`config.mk`:
```
export PLATFORM = sky130hd
export DESIGN_NAME = mem_access_ctrl
export DESIGN_NICKNAME = d
export VERILOG_FILES = /design/src/rtl/s8sp_pkg.sv /design/src/rtl/mem_wait_timer.sv /design/src/rtl/mem_access_ctrl.sv
export SDC_FILE = /design/constraint.sdc
export NUM_CORES = 1
export LEC_CHECK = 0
export ABC_AREA = 1
export ABC_CLOCK_PERIOD_IN_PS = 1800
export BUFFER_PORTS_ARGS = -buffer_cell sky130_fd_sc_hd__buf_2
export CAP_MARGIN = 15
export CORE_MARGIN = 3
export CORE_UTILIZATION = 43
export DETAILED_ROUTE_END_ITERATION = 12
export GPL_TIMING_DRIVEN = 0
export PLACE_DENSITY_LB_ADDON = 0.3
export SLEW_MARGIN = 30
export SYNTH_ARGS = -nofsm -noshare
export SYNTH_HDL_FRONTEND = slang
export SYNTH_HIERARCHICAL = 1
export SYNTH_SLANG_ARGS = --single-unit
```
`constraint.sdc`:
```
create_clock -name clk -period 1.8 [get_ports clk]
set_clock_uncertainty 0.2 [all_clocks]
set_input_delay 0.27 -clock clk [delete_from_list [all_inputs] [get_ports clk]]
set_output_delay 0.27 -clock clk [all_outputs]
set_load 0.01 [all_outputs]
```
`src/rtl/s8sp_pkg.sv`:
```
// Shared definitions for the memory access controller: FSM encoding and
// the default wait-state budget.
package s8sp_pkg;

  localparam int TIMEOUT_DEFAULT = 15;

  typedef enum logic [2:0] {
    IDLE     = 3'd0,
    RD_WAIT  = 3'd1,
    WR_WAIT  = 3'd2,
    COMPLETE = 3'd3,
    ERROR    = 3'd4
  } mac_state_t;

endpackage

```
`src/rtl/mem_wait_timer.sv`:
```
// 4-bit wait-state counter; expired flags the last cycle a strobe may wait
// before the transaction is abandoned.
module mem_wait_timer #(
  parameter int TIMEOUT = 15
) (
  input  logic clk,
  input  logic reset,
  input  logic clear,
  input  logic count_en,
  output logic expired
);

  localparam logic [3:0] LAST = 4'(TIMEOUT - 1);

  logic [3:0] cnt;

  always_ff @(posedge clk or negedge reset) begin
    if (!reset) begin
      cnt <= 4'd0;
    end else if (clear) begin
      cnt <= 4'd0;
    end else if (count_en) begin
      cnt <= cnt + 4'd1;
    end
  end

  // cnt already holds TIMEOUT-1 missed cycles, so this cycle is the TIMEOUT-th.
  assign expired = (cnt == LAST);

endmodule

```
`src/rtl/mem_access_ctrl.sv`:
```
// Memory access controller: single outstanding read or write towards a
// handshaked memory, with wait-state timeout and data-register load.
module mem_access_ctrl
  import s8sp_pkg::*;
#(
  parameter int TIMEOUT = TIMEOUT_DEFAULT
) (
  input  logic       clk,
  input  logic       reset,
  input  logic       req_rd,
  input  logic       req_wr,
  input  logic [7:0] addr_in,
  input  logic [7:0] wdata_in,
  output logic [7:0] mem_addr,
  output logic [7:0] mem_wdata,
  output logic       mem_rd,
  output logic       mem_wr,
  input  logic       mem_ready,
  input  logic [7:0] mem_rdata,
  output logic [7:0] data_on_dr,
  output logic       load_dr,
  output logic       busy,
  output logic       done,
  output logic       timeout_err
);

  mac_state_t state;
  logic       in_wait;
  logic       accept;
  logic       expired;

  assign in_wait = (state == RD_WAIT) || (state == WR_WAIT);
  assign accept  = (state == IDLE) && (req_rd || req_wr);

  mem_wait_timer #(.TIMEOUT(TIMEOUT)) u_timer (
    .clk      (clk),
    .reset    (reset),
    .clear    (accept),
    .count_en (in_wait && !mem_ready),
    .expired  (expired)
  );

  always_ff @(posedge clk or negedge reset) begin
    if (!reset) begin
      state       <= IDLE;
      mem_addr    <= 8'h00;
      mem_wdata   <= 8'h00;
      mem_rd      <= 1'b0;
      mem_wr      <= 1'b0;
      data_on_dr  <= 8'h00;
      load_dr     <= 1'b0;
      busy        <= 1'b0;
      done        <= 1'b0;
      timeout_err <= 1'b0;
    end else begin
      done        <= 1'b0;
      load_dr     <= 1'b0;
      timeout_err <= 1'b0;
      case (state)
        IDLE: begin
          if (accept) begin
            mem_addr  <= addr_in;
            mem_wdata <= wdata_in;
            busy      <= 1'b1;
            // Read wins when both requests arrive together.
            if (req_rd) begin
              state  <= RD_WAIT;
              mem_rd <= 1'b1;
            end else begin
              state  <= WR_WAIT;
              mem_wr <= 1'b1;
            end
          end
        end
        RD_WAIT, WR_WAIT: begin
          if (mem_ready) begin
            state   <= COMPLETE;
            mem_rd  <= 1'b0;
            mem_wr  <= 1'b0;
            done    <= 1'b1;
            if (state == RD_WAIT) begin
              data_on_dr <= mem_rdata;
              load_dr    <= 1'b1;
            end
          end else if (expired) begin
            state       <= ERROR;
            mem_rd      <= 1'b0;
            mem_wr      <= 1'b0;
            timeout_err <= 1'b1;
          end
        end
        COMPLETE, ERROR: begin
          state <= IDLE;
          busy  <= 1'b0;
        end
        default: begin
          state  <= IDLE;
          mem_rd <= 1'b0;
          mem_wr <= 1'b0;
          busy   <= 1'b0;
        end
      endcase
    end
  end

endmodule
```
==> results of run 1 <==
state kept, by name, summed over array words and instances (netlist names):
signal,flops
mem_rd,1
state,3
timeout_err,1
mem_addr,8
u_timer/cnt,4
data_on_dr,8
mem_wr,1
mem_wdata,8
load_dr,1
busy,1
done,1
kinds of logic after synthesis:
group	after synthesis
AND/OR/NAND/NOR	121
flip-flops	37
buffers and inverters	14
AO/OA/AOI/OAI	5
adder cells (fa/ha/maj)	2
power by group through the flow:
| stage | registers (mW) | clock network (mW) | logic [mW] |
|---|---|---|---|
| after global placement | 1.45 | 0 | 1.58 |
| after global routing | 1.50 | 0.892 | 1.91 |
| after floorplan | 1.59 | 0 | 0.912 |
| after detailed placement | 1.45 | 0 | 1.62 |
| final | 1.45 | 0.838 | 1.67 |
| after CTS | 1.44 | 0.858 | 1.67 |
final cells by class:
class | count | area share
Multi-Input combinational cell | 128 | 0.253
Timing Repair Buffer | 83 | 0.233
Buffer | 2 | 0.0118
Sequential cell | 37 | 0.398
Clock inverter | 3 | 0.0280
Inverter | 12 | 0.0215
Tap cell | 46 | 0.0248
Clock buffer | 5 | 0.0296
worst min-delay path by stage:
stage,start,cells past startpoint,end
3_5_place_dp,reset,1,done
5_1_grt,mem_ready,2,state[2]
4_1_cts,mem_ready,2,state[2]
6_report,mem_ready,2,state[2]
2_1_floorplan,reset,0,busy
3_3_place_gp,reset,1,done
placed cells by master, fill, tap and decap left out, drive strengths merged:
master | synthesis | final
a211oi | 1 | 1
a21oi | 2 | 2
and3 | 1 | 1
buf | 2 | 60
bufinv | 0 | 2
clkbuf | 0 | 5
clkinv | 0 | 1
dfrtp | 37 | 37
dlygate4sd3 | 0 | 25
ha | 2 | 2
inv | 12 | 12
nand2 | 95 | 95
nand3 | 5 | 5
nand3b | 2 | 2
nand4 | 2 | 2
nor2 | 14 | 14
nor3 | 2 | 2
o21a | 1 | 1
o21ai | 1 | 1
layer usage:
metal  GRT usage  vias up  share of wire
li1            -      729              -
met1       0.219      648           0.42
met2       0.293       37           0.51
met3      0.0438        9          0.051
met4      0.0888        0          0.022
met5           0        -              0
worst max-delay path: cells and delay by family (launching register included):
family | cells | cell delay, ns
AOI/OAI and AO/OA | 1 | 0.22
DFF | 1 | 0.47
and+or+nand+nor | 7 | 0.68
timing repair:
| item | CTS | global route |
|---|---|---|
| resized for setup | 1 | 2 |
| hold buffers | 25 | 0 |
| hold endpoints to repair | 61 | 0 |
| pin swaps | 0 | 1 |
| endpoints found under the setup margin | 1 | 5 |
==> qor.txt, run 1 <==
number of distinct library cell variants in the gate-level netlist after synthesis - 23
Critical R2R Capture - u_timer/cnt[3]
pin count of the biggest net entering global routing - 38
cell repeated most along the worst path - nand2_1
number of global-route vias before repair - 1366
synthesized area per cell - 8.83 um2
per-cell via count in the routed design - 4.50
y dimension of the die - 66.6 um
Worst path slowest cell - dfrtp_1
slew margin rel. - 0.475
detailed-route wire length per cell - 11.4 um
library cell with the largest summed area after synthesis - dfrtp_1
wire length of the first global-routing pass - 5940 um
clock sink count - 37
leading cell types by total area after synthesis - dfrtp_1, nand2_1, nor2_1
outcome - finished clean
internal power consumption - 2.44 mW
setup total negative slack - 0 ns
flop and latch count out of synthesis - 37
final worst setup slack - 0.120 ns
FF/Latch Area - 926 um2
Comb pwr share - 0.421
routed via count - 1423
Area Overhead vs Synth - 47.0%
Core Area - 3440 um2
delay of the slowest cell on the worst path - 0.47 ns
clock insertion delay at the later pin of the skew report - 0.29 ns
post-DP HPWL - 2320 um
worst reg2reg path depth - 8
Post-Route Utilization - 0.675
Starting Density - 0.459
EDFF count, synth - 0
sort of element at the end of the critical path - flop
total design power - 3.95 mW
total DRC errors in the routed layout - 0
f_max - 595 MHz
# IOs - 59
actual slew at the worst max-slew pin - 0.788 ns
max-capacitance violation count - 0
area of the multi-input gates - 588 um2
worst setup slack before clock tree synthesis - -0.0881 ns
largest family of logic cells by synthesized area - simple AND/OR/NAND/NOR gates
dominant register cell in the synthesized netlist - dfrtp_1
unrepaired setup endpoints after global routing - true
global route overflow - 0
antenna cell count - 0
top cell type's share of synthesized area - 0.586
area of all placed cells without fillers - 2320 um2
CP Launch Type - flop
most common library cells after synthesis - nand2_1, dfrtp_1, nor2_1
CTS H-Tree Depth - 2
crit path from - state[0]
count leader, synth - nand2_1
total setup violations reported at the end of the flow - 0
number of antenna violations at the first check in global routing - 0
Final Hold Viols - 0
sequential share of the synthesized area - 0.586
buffer cell driving the clock tree root - clkbuf_8
clock period minus final worst setup slack - 1.68 ns
share of total power in sequential cells - 0.367
total standard cell area after synthesis - 1580 um2
proportion of synthesized flip-flops having asynchronous set or reset - 1.00
capturing instance or port of the critical path - u_timer/cnt[3]
die width - 66.6 um
Synth Area in Compound Gates - 0.0190
ordered cell list for the critical path - a21oi_2 -> nand2_1 -> nor2_4 -> nand2_2 -> nor2_2 -> nand2_1 -> nand2_1 -> nor2_1
endpoint required time on the critical path - 1.78 ns
startpoint-to-endpoint class of the critical path - reg -> reg
die outline area - 4440 um2
gr usage total - 0.179
R2R setup slack - 0.12 ns
fraction of final layout cells with drive strength greater than 1 - 0.311
number of optimization iterations in the first detailed-route pass - 4
Final Routed Wirelength - 3590 um
synthesized-area fraction occupied by and/or/nand/nor cells - 0.330
arrival time of data at the critical path endpoint - 1.66 ns
worst flop-to-flop path startpoint - state[0]
area of placed instances - 1930 um2
total clock buffers created by CTS - 5
number of core rows - 21
instance count of the mapped netlist - 179
final clock period utilization by the worst path - 0.933
post-route non-filler standard cell count - 316
number of buffers on the longest clock path - 2
filler cell count in the final layout - 294
power density over the cells - 1700 nW/um2
final estimated routing congestion in global placement - 0.790
placed cells - 283
worst min path class - in -> reg
number of nets in the final layout - 300
XOR/XNOR Fraction of Synth Area - 0
Max Slew Vio Count - 0
clock tree from TritonCTS - built
count of yosys warnings during synthesis - 6
IO buf count - 58
Synthesized Nets - 210
switching power - 1.51 mW
number of nets with antenna violations after routing - 0
worst-path fanout max - 6
power share of the clock group - 0.212
setup bufs post-CTS - 0
First DRT Iteration DRCs - 62
static leakage power - 1.31 nW
worst IR drop on VDD - 940 uV
clock-pin transition on the worst setup and hold timing paths - 0.07 ns
fraction of synthesized area in multiplexers - 0
worst hold-check slack - 0.0582 ns
fraction of power spent switching nets - 0.382
area share of fa/ha/maj cells after synthesis - 0.0158
Note: power is estimated with default switching activity, not from simulation.
==> run 2: changes to the inputs <==
ABC_CLOCK_PERIOD_IN_PS = 2000   (was 1800)
CORE_UTILIZATION = 50   (was 43)
GPL_TIMING_DRIVEN = default   (was 0)
clock period = 2 ns   (was 1.8 ns; I/O delays follow)
==> qor.txt, run 2 (synthesis gave the netlist of run 1 again) <==
CP Launch Type - flop
clock sink count - 37
max-capacitance violation count - 0
worst-path fanout max - 6
placed cells - 280
Critical R2R Capture - u_timer/cnt[3]
clock tree from TritonCTS - built
CTS H-Tree Depth - 2
sort of element at the end of the critical path - flop
pin count of the biggest net entering global routing - 38
gr usage total - 0.212
routed via count - 1457
wire length of the first global-routing pass - 6510 um
number of global-route vias before repair - 1399
number of buffers on the longest clock path - 2
outcome - finished clean
clock period minus final worst setup slack - 1.74 ns
power density over the cells - 1420 nW/um2
post-DP HPWL - 2360 um
per-cell via count in the routed design - 4.64
global route overflow - 0
actual slew at the worst max-slew pin - 0.266 ns
Hold Startpoint - req_rd
static leakage power - 1.29 nW
met3 track utilization from global routing - 0.0613
startpoint-to-endpoint class of the critical path - reg -> reg
slew margin rel. - 0.822
worst IR drop on VDD - 993 uV
post-route non-filler standard cell count - 314
die width - 62.2 um
Hold Path Depth - 5
clock insertion delay at the later pin of the skew report - 0.33 ns
die outline area - 3870 um2
R2R setup slack - 0.26 ns
number of core rows - 19
antenna cell count - 0
Post-Route Utilization - 0.786
worst min path class - in -> reg
total DRC errors in the routed layout - 0
f_max - 574 MHz
hold_buf cts - 26
number of antenna violations at the first check in global routing - 0
arrival time of data at the critical path endpoint - 1.77 ns
total clock buffers created by CTS - 5
Max Slew Vio Count - 0
Core Area - 2880 um2
buffer cell driving the clock tree root - clkbuf_4
worst flop-to-flop path startpoint - state[0]
Final Hold Viols - 0
hold path endpoint - mem_rd
total setup violations reported at the end of the flow - 0
setup bufs post-CTS - 0
Final Routed Wirelength - 3700 um
number of optimization iterations in the first detailed-route pass - 4
fraction of final layout cells with drive strength greater than 1 - 0.305
setup total negative slack - 0 ns
number of nets in the final layout - 302
most common cell after layout, fill and taps aside - nand2_1
unrepaired setup endpoints after global routing - false
largest registers - data_on_dr: 8 flops, mem_addr: 8 flops, mem_wdata: 8 flops
final clock period utilization by the worst path - 0.870
met1 capacity usage during global routing - 0.266
busiest layer in global routing - met2
commonest cells after routing, fill and taps aside - nand2_1, buf_2, dfrtp_1, dlygate4sd3_1, nor2_1
met2 track demand over resource - 0.359
final estimated routing congestion in global placement - 0.810
total of cells resized after clock tree synthesis - 0
IO buf count - 58
endpoint required time on the critical path - 2.03 ns
# IOs - 59
worst reg2reg path depth - 8
First DRT Iteration DRCs - 59
number of nets with antenna violations after routing - 0
y dimension of the die - 62.2 um
detailed-route wire length per cell - 11.8 um
clock-pin transition on the worst setup and hold timing paths - 0.10 ns
Area Overhead vs Synth - 43.1%
Starting Density - 0.549
==> run 2: how the worst max path moves through the flow <==
stage	from	end	cells past startpoint
after global placement	state[0]	u_timer/cnt[1]	6
after detailed placement	state[0]	u_timer/cnt[3]	8
after global routing	state[0]	u_timer/cnt[3]	8
after CTS	state[0]	u_timer/cnt[3]	8
final	state[0]	u_timer/cnt[3]	8
after floorplan	state[0]	u_timer/cnt[3]	8
==> run 2: routing by layer <==
| metal | wire length [um] | vias to the layer above | share of wire |
|---|---|---|---|
| met4 | 42 | 0 | 0.011 |
| met5 | 0 | - | 0 |
| met2 | 1840 | 53 | 0.50 |
| met3 | 224 | 4 | 0.060 |
| li1 | - | 733 | - |
| met1 | 1600 | 667 | 0.43 |
==> run 2: where the power goes <==
group	switching (mW)	total (mW)	internal, mW
clock	0.231	0.435	0.204
combinational	0.885	1.47	0.584
sequential	0.210	1.30	1.09
==> run 2: cell type report <==
cell class,instances,area (um2)
well taps,42,52.6
fillers,202,616
repair buffers,87,586
clock inverters,1,5.00
flip-flops and latches,37,926
clock buffers,7,65.1
multi-input cells,128,577
inverters,12,50.0
==> run 2: critical path: stages, from the launching register on <==
cell     delay, ns
dfrtp_1       0.46
a21oi_1       0.25
nand2_1       0.15
nor2_1        0.17
nand2_2       0.09
nor2_2        0.13
nand2_1       0.08
nand2_1       0.06
nor2_1        0.04
==> run 2: through the flow <==
| step | power [mW] | hold slack, ns | cell area (um2) | worst slack, ns |
|---|---|---|---|---|
| final | 3.20 | 0.183 | 2260 | 0.259 |
| after global routing | 3.49 | 0.215 | 2260 | 0.105 |
| after CTS | 3.22 | 0.169 | 2260 | 0.284 |
| after detailed placement | 2.74 | 0.0776 | 1930 | 0.305 |
| after global placement | 2.70 | 0.0798 | 1930 | 0.367 |
| after floorplan | 2.25 | -0.196 | 1580 | 0.328 |
